File: config.mk
export PLATFORM = sky130hd
export DESIGN_NAME = weight_update_out
export DESIGN_NICKNAME = d
export VERILOG_FILES = /design/src/rtl/weight_update_pkg.sv /design/src/rtl/weight_delta_calc.sv /design/src/rtl/weight_update_out.sv
export SDC_FILE = /design/constraint.sdc
export NUM_CORES = 1
export LEC_CHECK = 0
export CAP_MARGIN = 20
export CORE_ASPECT_RATIO = 0.6
export CORE_MARGIN = 4
export CORE_UTILIZATION = 60
export DETAILED_ROUTE_END_ITERATION = 6
export PLACE_DENSITY = 0.79
export SYNTH_ARGS = -nofsm -noshare
export SYNTH_HDL_FRONTEND = slang
export SYNTH_SLANG_ARGS = --single-unit
export TNS_END_PERCENT = 50
File: constraint.sdc
create_clock -name clk -period 41 [get_ports clk]
set_input_delay 12.3 -clock clk [delete_from_list [all_inputs] [get_ports clk]]
set_output_delay 12.3 -clock clk [all_outputs]
set_load 0.02 [all_outputs]
File: src/rtl/weight_update_pkg.sv
// Shared constants and FSM state type for the output-layer weight-update stage.
// All fixed-point values are scaled by SCALE (x1000).
package weight_update_pkg;

    localparam int N_OUT = 5;
    localparam int N_HID = 8;
    localparam int SCALE = 1000;
    localparam int D_W   = 10;
    localparam int W_W   = 16;

    typedef enum logic [2:0] {
        IDLE  = 3'd0,
        READ  = 3'd1,
        CALC  = 3'd2,
        WRITE = 3'd3,
        DONE  = 3'd4
    } state_e;

endpackage

File: src/rtl/weight_delta_calc.sv
// Combinational weight step: two truncating x1000 multiplies, then a signed
// add/subtract at W_W+1 bits saturated back to the signed W_W range.
module weight_delta_calc #(
    parameter int W_W = weight_update_pkg::W_W
) (
    input  logic signed [W_W-1:0]                   w,
    input  logic        [weight_update_pkg::D_W-1:0] delta,
    input  logic        [weight_update_pkg::D_W-1:0] hid,
    input  logic        [weight_update_pkg::D_W-1:0] lr,
    input  logic                                    sign,
    output logic signed [W_W-1:0]                   w_new
);
    import weight_update_pkg::*;

    localparam int P_W  = 2 * D_W;
    localparam int Q_W  = D_W + 1;
    localparam int DP_W = 2 * D_W + 1;

    // A sign mismatch between the two top bits means the W_W+1 sum left the W_W range.
    function automatic logic signed [W_W-1:0] sat_weight(input logic signed [W_W:0] v);
        logic signed [W_W-1:0] r;
        if (v[W_W] != v[W_W-1]) begin
            if (v[W_W]) begin
                r = {1'b1, {(W_W-1){1'b0}}};
            end else begin
                r = {1'b0, {(W_W-1){1'b1}}};
            end
        end else begin
            r = v[W_W-1:0];
        end
        return r;
    endfunction

    logic        [P_W-1:0]  prod_s;
    logic        [Q_W-1:0]  p_scaled_s;
    logic        [DP_W-1:0] dw_prod_s;
    logic        [Q_W-1:0]  dw_s;
    logic signed [W_W:0]    w_ext_s;
    logic signed [W_W:0]    dw_ext_s;
    logic signed [W_W:0]    sum_s;

    // Scaled delta-weight and saturated update.
    always_comb begin
        prod_s     = P_W'(delta) * P_W'(hid);
        p_scaled_s = Q_W'(prod_s / P_W'(SCALE));
        dw_prod_s  = DP_W'(p_scaled_s) * DP_W'(lr);
        dw_s       = Q_W'(dw_prod_s / DP_W'(SCALE));
        w_ext_s    = {w[W_W-1], w};
        dw_ext_s   = $signed({{(W_W+1-Q_W){1'b0}}, dw_s});
        if (sign) begin
            sum_s = w_ext_s - dw_ext_s;
        end else begin
            sum_s = w_ext_s + dw_ext_s;
        end
        w_new = sat_weight(sum_s);
    end

endmodule

File: src/rtl/weight_update_out.sv
// Output-layer weight update: latches deltas, activations and learning rate on
// start, then read-modify-writes every weight serially (READ, CALC, WRITE).
module weight_update_out #(
    parameter int N_OUT = weight_update_pkg::N_OUT,
    parameter int N_HID = weight_update_pkg::N_HID,
    parameter int W_W   = weight_update_pkg::W_W,
    parameter int A_W   = $clog2(N_OUT * N_HID)
) (
    input  logic                                              clk,
    input  logic                                              rst_n,
    input  logic                                              start,
    input  logic [0:N_OUT-1]                                  sign0,
    input  logic [N_OUT-1:0][weight_update_pkg::D_W-1:0]      delta0,
    input  logic [N_HID-1:0][weight_update_pkg::D_W-1:0]      hid_out,
    input  logic [weight_update_pkg::D_W-1:0]                 lr,
    output logic [A_W-1:0]                                    w_addr,
    output logic                                              w_rd_en,
    input  logic signed [W_W-1:0]                             w_rd_data,
    output logic                                              w_wr_en,
    output logic signed [W_W-1:0]                             w_wr_data,
    output logic                                              busy,
    output logic                                              done
);
    import weight_update_pkg::*;

    localparam int JW = (N_OUT > 1) ? $clog2(N_OUT) : 1;
    localparam int IW = (N_HID > 1) ? $clog2(N_HID) : 1;

    state_e                  state_r;
    state_e                  state_s;
    logic [JW-1:0]           j_r;
    logic [JW-1:0]           j_s;
    logic [IW-1:0]           i_r;
    logic [IW-1:0]           i_s;
    logic                    latch_s;
    logic [A_W-1:0]          addr_s;

    logic [0:N_OUT-1]              sign_r;
    logic [N_OUT-1:0][D_W-1:0]     delta_r;
    logic [N_HID-1:0][D_W-1:0]     hid_r;
    logic [D_W-1:0]                lr_r;

    logic signed [W_W-1:0]   w_new_s;
    logic [A_W-1:0]          w_addr_r;
    logic                    w_rd_en_r;
    logic                    w_wr_en_r;
    logic signed [W_W-1:0]   w_wr_data_r;
    logic                    busy_r;
    logic                    done_r;

    weight_delta_calc #(
        .W_W (W_W)
    ) u_calc (
        .w     (w_rd_data),
        .delta (delta_r[j_r]),
        .hid   (hid_r[i_r]),
        .lr    (lr_r),
        .sign  (sign_r[j_r]),
        .w_new (w_new_s)
    );

    // Next-state and index update; i walks hidden inputs, j walks output neurons.
    always_comb begin
        state_s = state_r;
        i_s     = i_r;
        j_s     = j_r;
        latch_s = 1'b0;
        case (state_r)
            IDLE: begin
                if (start) begin
                    state_s = READ;
                    i_s     = {IW{1'b0}};
                    j_s     = {JW{1'b0}};
                    latch_s = 1'b1;
                end else begin
                    state_s = IDLE;
                end
            end
            READ:  state_s = CALC;
            CALC:  state_s = WRITE;
            WRITE: begin
                if (i_r < IW'(N_HID - 1)) begin
                    i_s     = i_r + IW'(1);
                    state_s = READ;
                end else if (j_r < JW'(N_OUT - 1)) begin
                    i_s     = {IW{1'b0}};
                    j_s     = j_r + JW'(1);
                    state_s = READ;
                end else begin
                    state_s = DONE;
                end
            end
            DONE:    state_s = IDLE;
            default: state_s = IDLE;
        endcase
    end

    // Address of the weight the next cycle works on.
    always_comb begin
        addr_s = A_W'(j_s) * A_W'(N_HID) + A_W'(i_s);
    end

    // State, index counters and operand latches.
    always_ff @(posedge clk or negedge rst_n) begin
        if (!rst_n) begin
            state_r <= IDLE;
            i_r     <= {IW{1'b0}};
            j_r     <= {JW{1'b0}};
            sign_r  <= '0;
            delta_r <= '0;
            hid_r   <= '0;
            lr_r    <= {D_W{1'b0}};
        end else begin
            state_r <= state_s;
            i_r     <= i_s;
            j_r     <= j_s;
            if (latch_s) begin
                sign_r  <= sign0;
                delta_r <= delta0;
                hid_r   <= hid_out;
                lr_r    <= lr;
            end
        end
    end

    // Outputs are registered from the next state so strobes line up with READ/WRITE.
    always_ff @(posedge clk or negedge rst_n) begin
        if (!rst_n) begin
            w_addr_r    <= {A_W{1'b0}};
            w_rd_en_r   <= 1'b0;
            w_wr_en_r   <= 1'b0;
            w_wr_data_r <= {W_W{1'b0}};
            busy_r      <= 1'b0;
            done_r      <= 1'b0;
        end else begin
            w_rd_en_r <= (state_s == READ);
            w_wr_en_r <= (state_s == WRITE);
            busy_r    <= (state_s != IDLE);
            done_r    <= (state_s == DONE);
            if (state_s == READ || state_s == CALC || state_s == WRITE) begin
                w_addr_r <= addr_s;
            end else begin
                w_addr_r <= {A_W{1'b0}};
            end
            if (state_r == CALC) begin
                w_wr_data_r <= w_new_s;
            end
        end
    end

    assign w_addr    = w_addr_r;
    assign w_rd_en   = w_rd_en_r;
    assign w_wr_en   = w_wr_en_r;
    assign w_wr_data = w_wr_data_r;
    assign busy      = busy_r;
    assign done      = done_r;

endmodule
==> results of run 1 <==
[per-stage QoR]
stage	hold slack, ps	std cells
floorplan	475.0	2318
global placement	454.5	2895
detailed placement	472.6	2895
CTS	490.5	2927
global route	516.0	2933
finish	484.8	2933
[cells by family (layout without fill, tap and decap cells)]
family | Yosys count | count (layout) | share of synthesized area
compound gates | 534 | 534 | 0.1864
other cells | 0 | 4 | 0
flops | 180 | 180 | 0.2127
mux | 227 | 227 | 0.1327
buf+inv | 276 | 428 | 0.05158
simple gates | 730 | 730 | 0.1688
fa+ha+maj | 268 | 268 | 0.2049
xor+xnor | 103 | 103 | 0.04295
[sequential cells by signal, indices dropped and copies added (netlist names)]
signal	cells
j_r	3
state_r	3
w_wr_en	1
w_wr_data	16
busy	1
sign_r	5
w_addr	6
done	1
lr_r	10
delta_r	50
hid_r	80
w_rd_en	1
i_r	3
[layer usage]
| metal | share of wire | vias up | GRT usage |
|---|---|---|---|
| met2 | 0.42 | 970 | 0.4639 |
| met4 | 0.024 | 10 | 0.09105 |
| met1 | 0.45 | 9215 | 0.4884 |
| met5 | 0.0011 | - | 0 |
| li1 | - | 8586 | - |
| met3 | 0.11 | 104 | 0.08374 |
[Yosys cell counts, types with 10 or more instances]
library cell  number  share of area
nand2_1          215          0.038
nor2_1           195          0.035
inv_1            192          0.034
dfrtp_1          180           0.21
mux2_2           157          0.083
fa_1             133           0.13
ha_1             130          0.077
a21oi_1          105          0.025
o21ai_0           84          0.020
xnor2_1           75          0.031
clkbuf_1          55         0.0097
nand3_1           48          0.011
mux2i_1           42          0.020
and2_1            41          0.012
nor3_1            41         0.0097
or2_2             35          0.010
nand2b_1          31         0.0092
a21o_1            28         0.0099
mux4_2            27          0.029
xor2_1            27          0.011
a31oi_1           23         0.0068
o211ai_1          23         0.0082
o21a_1            23         0.0082
and3_1            20         0.0059
nand4_1           18         0.0053
buf_2             15         0.0035
nor2b_1           15         0.0044
o21ai_1           15         0.0035
o22ai_1           13         0.0038
a21boi_0          12         0.0043
nor4_1            12         0.0035
o21bai_1          12         0.0043
or3_1             12         0.0035
a211oi_1          11         0.0039
o31ai_1           11         0.0039
a22oi_1           10         0.0035
o2111ai_1         10         0.0041
[how the worst min path moves through the flow]
stage               slack (ps)            end
floorplan                  470    delta_r[37]
global placement           450  w_wr_data[12]
detailed placement         470  w_wr_data[14]
CTS                        490  w_wr_data[14]
global route               520      hid_r[68]
finish                     480  w_wr_data[14]
[worst max-delay path: cells and delay by family, from the launching register on]
kind,cells,cell delay (ps)
buffers and inverters,3,190
adders and majority gates,14,5950
AOI/OAI and AO/OA,70,19910
muxes,4,1360
xor gates and xnor gates,7,2740
DFF,1,1020
and+or+nand+nor,19,4730
[final cells by class]
| type | count | area [um2] | area share |
|---|---|---|---|
| multi-input cells | 1862 | 15590 | 0.6494 |
| flip-flops and latches | 180 | 4504 | 0.1877 |
| repair buffers | 201 | 1983 | 0.08263 |
| inverters | 195 | 732.0 | 0.03050 |
| well taps | 459 | 574.3 | 0.02393 |
| clock buffers | 17 | 425.4 | 0.01772 |
| clock inverters | 15 | 185.2 | 0.007716 |
| diodes | 4 | 10.01 | 0.0004171 |
==> results.toml, run 1 <==
[setup_path]
rrSetupSlack_ps = 4980
critPathArrivalTime_ps = 36390
crit_required_ps = 41360
r2r-start = "j_r[0]"
worst_r2r_path_depth = 117
path_class = "reg2reg"
cp_max_fo = 19
crit_slowest_cell = "dfrtp_1"
startpoint = "j_r[0]"
reg2reg_to = "w_wr_data[3]"
start_kind = "flip-flop"
crit_path_end_kind = "flip-flop"
cpPeakStageDelay_ps = 1020
crit_path_end = "w_wr_data[3]"
crit_path_frequent_cell = "o21ai_0"

[clock_network]
insertion_delay_ps = 450
htree_num_levels = 4
cts_tree = "done"
root_buffer = "clkbuf_16"
clock-sinks = 180
cts-resized-gates = 0
cts_buffer_depth = 2
cts-hold-fix-buffers = 0
clkTransAtPathRegs_ps = 80
post-cts-setup-buffers = 0
cts_buffers = 17

[timing]
tightestPinTransition_ps = 1060
setup_ws_ps = 4976
skew_ps = 19.26
tns_ps = 0
slew_violations = 0
fin_crit_ps = 36020
hold_viol_final = 0
maxSlewHeadroom = 0.2728
post-route-period-util = 0.8786
rsz0062_at_grt = "no"
setup_viol = 0
fmaxAchievable_ghz = 0.02776

[route]
vias_per_cell = 6.439
postRouteAntennaNets = 0
drc = 1
routedWlPerCell_um = 21.40
first_pass_iters = 7
vias = 18885
drtIter0Drc = 2282
wirelength_um = 62780

[global_routing]
track_usage = 0.3243
grt_max_degree = 110
antenna_found_initial = 9
overflow = 0
grt_pass1_wl_um = 101600
grt_pass1_vias = 18655

[hold_path]
hold_start = "w_wr_data[14]"
worstHoldPathCells = 2
hold_path.class = "reg2reg"

[yosys]
synth_cells = 2318
yosys_warnings = 0
syn_area_per_cell_um2 = 9.136
seq_area_frac_synth = 0.2127
synth.distinct_cells = 121
synth_edf_count = 0
async_flop_share = 1.000
synthesis.area_mm2 = 0.02118
ys_ff_latch = 180
ys.flop_type = "dfrtp_1"
syn-num-nets = 2745

[die]
io_pins = 190
die_y_um = 153.5
rows = 52
core_area_mm2 = 0.03422
initial_core_util = 0.6188
fp.dieArea_mm2 = 0.03846
die_w_um = 250.5

[run_status]
outcome = "finished with violations"
failed_checks = "DRC"

[final_layout]
final.fill_count = 2606
num-nets-final = 2884
layout_commonest_cell = "nand2_1"
syn2layout_area_growth_pct = 13.34
drive_gt1_frac = 0.1385
layout_common_cells = "nand2_1, nor2_1, inv_1, clkdlybuf4s50_1, dfrtp_1"
final_core_util = 0.7013
stdcell_area_mm2 = 0.02400

[placement]
post-place-ws_ps = 5725
port_buffers = 189
dp_hpwl_um = 49530
placedInstanceArea_mm2 = 0.02336
gp_congestion = 0.9967

[job]
max_cap_violations = 0
Power of run 1 is left out: the tool's default activity adds up to more than one toggle a clock period on the data nets, which glitch-free logic cannot reach.
==> run 2: changes to the inputs <==
clock period = 40.1 ns   (was 41 ns; I/O delays follow)
==> results.toml, run 2 (synthesis results as in run 1) <==
[placement]
gp_congestion = 0.9875
post-place-ws_ps = 4891
dp_hpwl_um = 49300
dp.cells = 2895
port_buffers = 189

[global_routing]
overflow = 0
antenna_found_initial = 6
grt_pass1_vias = 18133
grt_max_degree = 110
grt_pass1_wl_um = 99390
track_usage = 0.3175

[clock_network]
clkTransAtPathRegs_ps = 80
htree_num_levels = 4
root_buffer = "clkbuf_16"
cts-resized-gates = 0
cts_buffer_depth = 2
clock-sinks = 180
cts_buffers = 17
cts-hold-fix-buffers = 0
post-cts-setup-buffers = 0
insertion_delay_ps = 440
cts_tree = "done"

[route]
routedWlPerCell_um = 21.18
first_pass_iters = 7
drc = 0
drtIter0Drc = 2160
vias_per_cell = 6.409
wirelength_um = 62060
vias = 18778
postRouteAntennaNets = 0

[final_layout]
final_core_util = 0.7005
drive_gt1_frac = 0.1381
multi_input_area_mm2 = 0.01559
largest_register_ffs = 80
fin_cells = 2930
syn2layout_area_growth_pct = 13.21
top_register = "hid_r"
layout_common_cells = "nand2_1, nor2_1, inv_1, clkdlybuf4s50_1, dfrtp_1"
seqCellArea_mm2 = 0.004504
num-nets-final = 2884
final.fill_count = 2577
layout_commonest_cell = "nand2_1"

[timing]
tightestPinTransition_ps = 1168
rsz0062_at_grt = "no"
skew_ps = 16.93
fin_crit_ps = 36240
post-route-period-util = 0.9037
maxSlewHeadroom = 0.1992
setup_viol = 0
setup_ws_ps = 3863
hold_viol_final = 0
slew_violations = 0
fmaxAchievable_ghz = 0.02760
tns_ps = 0

[setup_path]
crit_path_frequent_cell = "a21oi_1"
cp_max_fo = 19
crit_required_ps = 40440
path_class = "reg2reg"
worst_r2r_path_depth = 118
start_kind = "flip-flop"
cpPeakStageDelay_ps = 980
crit_path_end_kind = "flip-flop"
crit_slowest_cell = "dfrtp_1"
critPathArrivalTime_ps = 36580

[die]
fp.dieArea_mm2 = 0.03846
die_w_um = 250.5
initial_core_util = 0.6188
core_area_mm2 = 0.03422
rows = 52
io_pins = 190
die_y_um = 153.5

[job]
max_cap_violations = 0

[run_status]
outcome = "completed"

[hold_path]
hold_path.class = "reg2reg"
worstHoldPathCells = 2
-- run 2: cell types whose count changed in the layout (fill, tap and decap cells not counted), sizes merged --
cell	before	now
inv	201	200
diode	4	2
clkbuf	18	17
buf	12	13
-- run 2: routing by layer --
metal	up-vias	part of all wire	global-route usage
met1	9066	0.46	0.4869
met3	89	0.11	0.07598
met5	-	0.00095	0
met4	8	0.019	0.07126
li1	8581	-	-
met2	1034	0.42	0.4577
-- run 2: area by class of cell --
cell class / instances / share of cell area
antenna: 2 / 0.0002088
multi-input combinational: 1862 / 0.6502
clock buffer: 17 / 0.01775
clock inverter: 14 / 0.006889
tap: 459 / 0.02396
sequential: 180 / 0.1879
timing repair buffer: 201 / 0.08262
inverter: 195 / 0.03053
-- run 2: final timing paths --
path                               from      endpoint  slack (ps)
setup / recovery                 j_r[0]  w_wr_data[2]        3860
hold / removal             w_wr_data[6]  w_wr_data[6]         480
setup reg to reg                 j_r[0]  w_wr_data[2]        3860
hold reg to reg            w_wr_data[6]  w_wr_data[6]         480
max in group asynchronous         rst_n    delta_r[6]       26890
min in group asynchronous         rst_n   delta_r[37]       11720
-- run 2: through the flow --
stage	cell area [um2]	hold WS, ps
final	23970	477.9
after global placement	23360	453.1
after floorplan	21180	475.0
after CTS	23960	483.5
after detailed placement	23360	464.0
after global routing	23970	507.4
-- run 2: critical path: cells and delay by family, from the launching register on --
kind	cells	cell delay (ps)
simple gates	17	4300
buf+inv	5	320
mux	4	1580
xor+xnor	6	2490
fa+ha+maj	14	6020
flops	1	980
compound gates	72	20410
Power of run 2 is left out for the same reason.
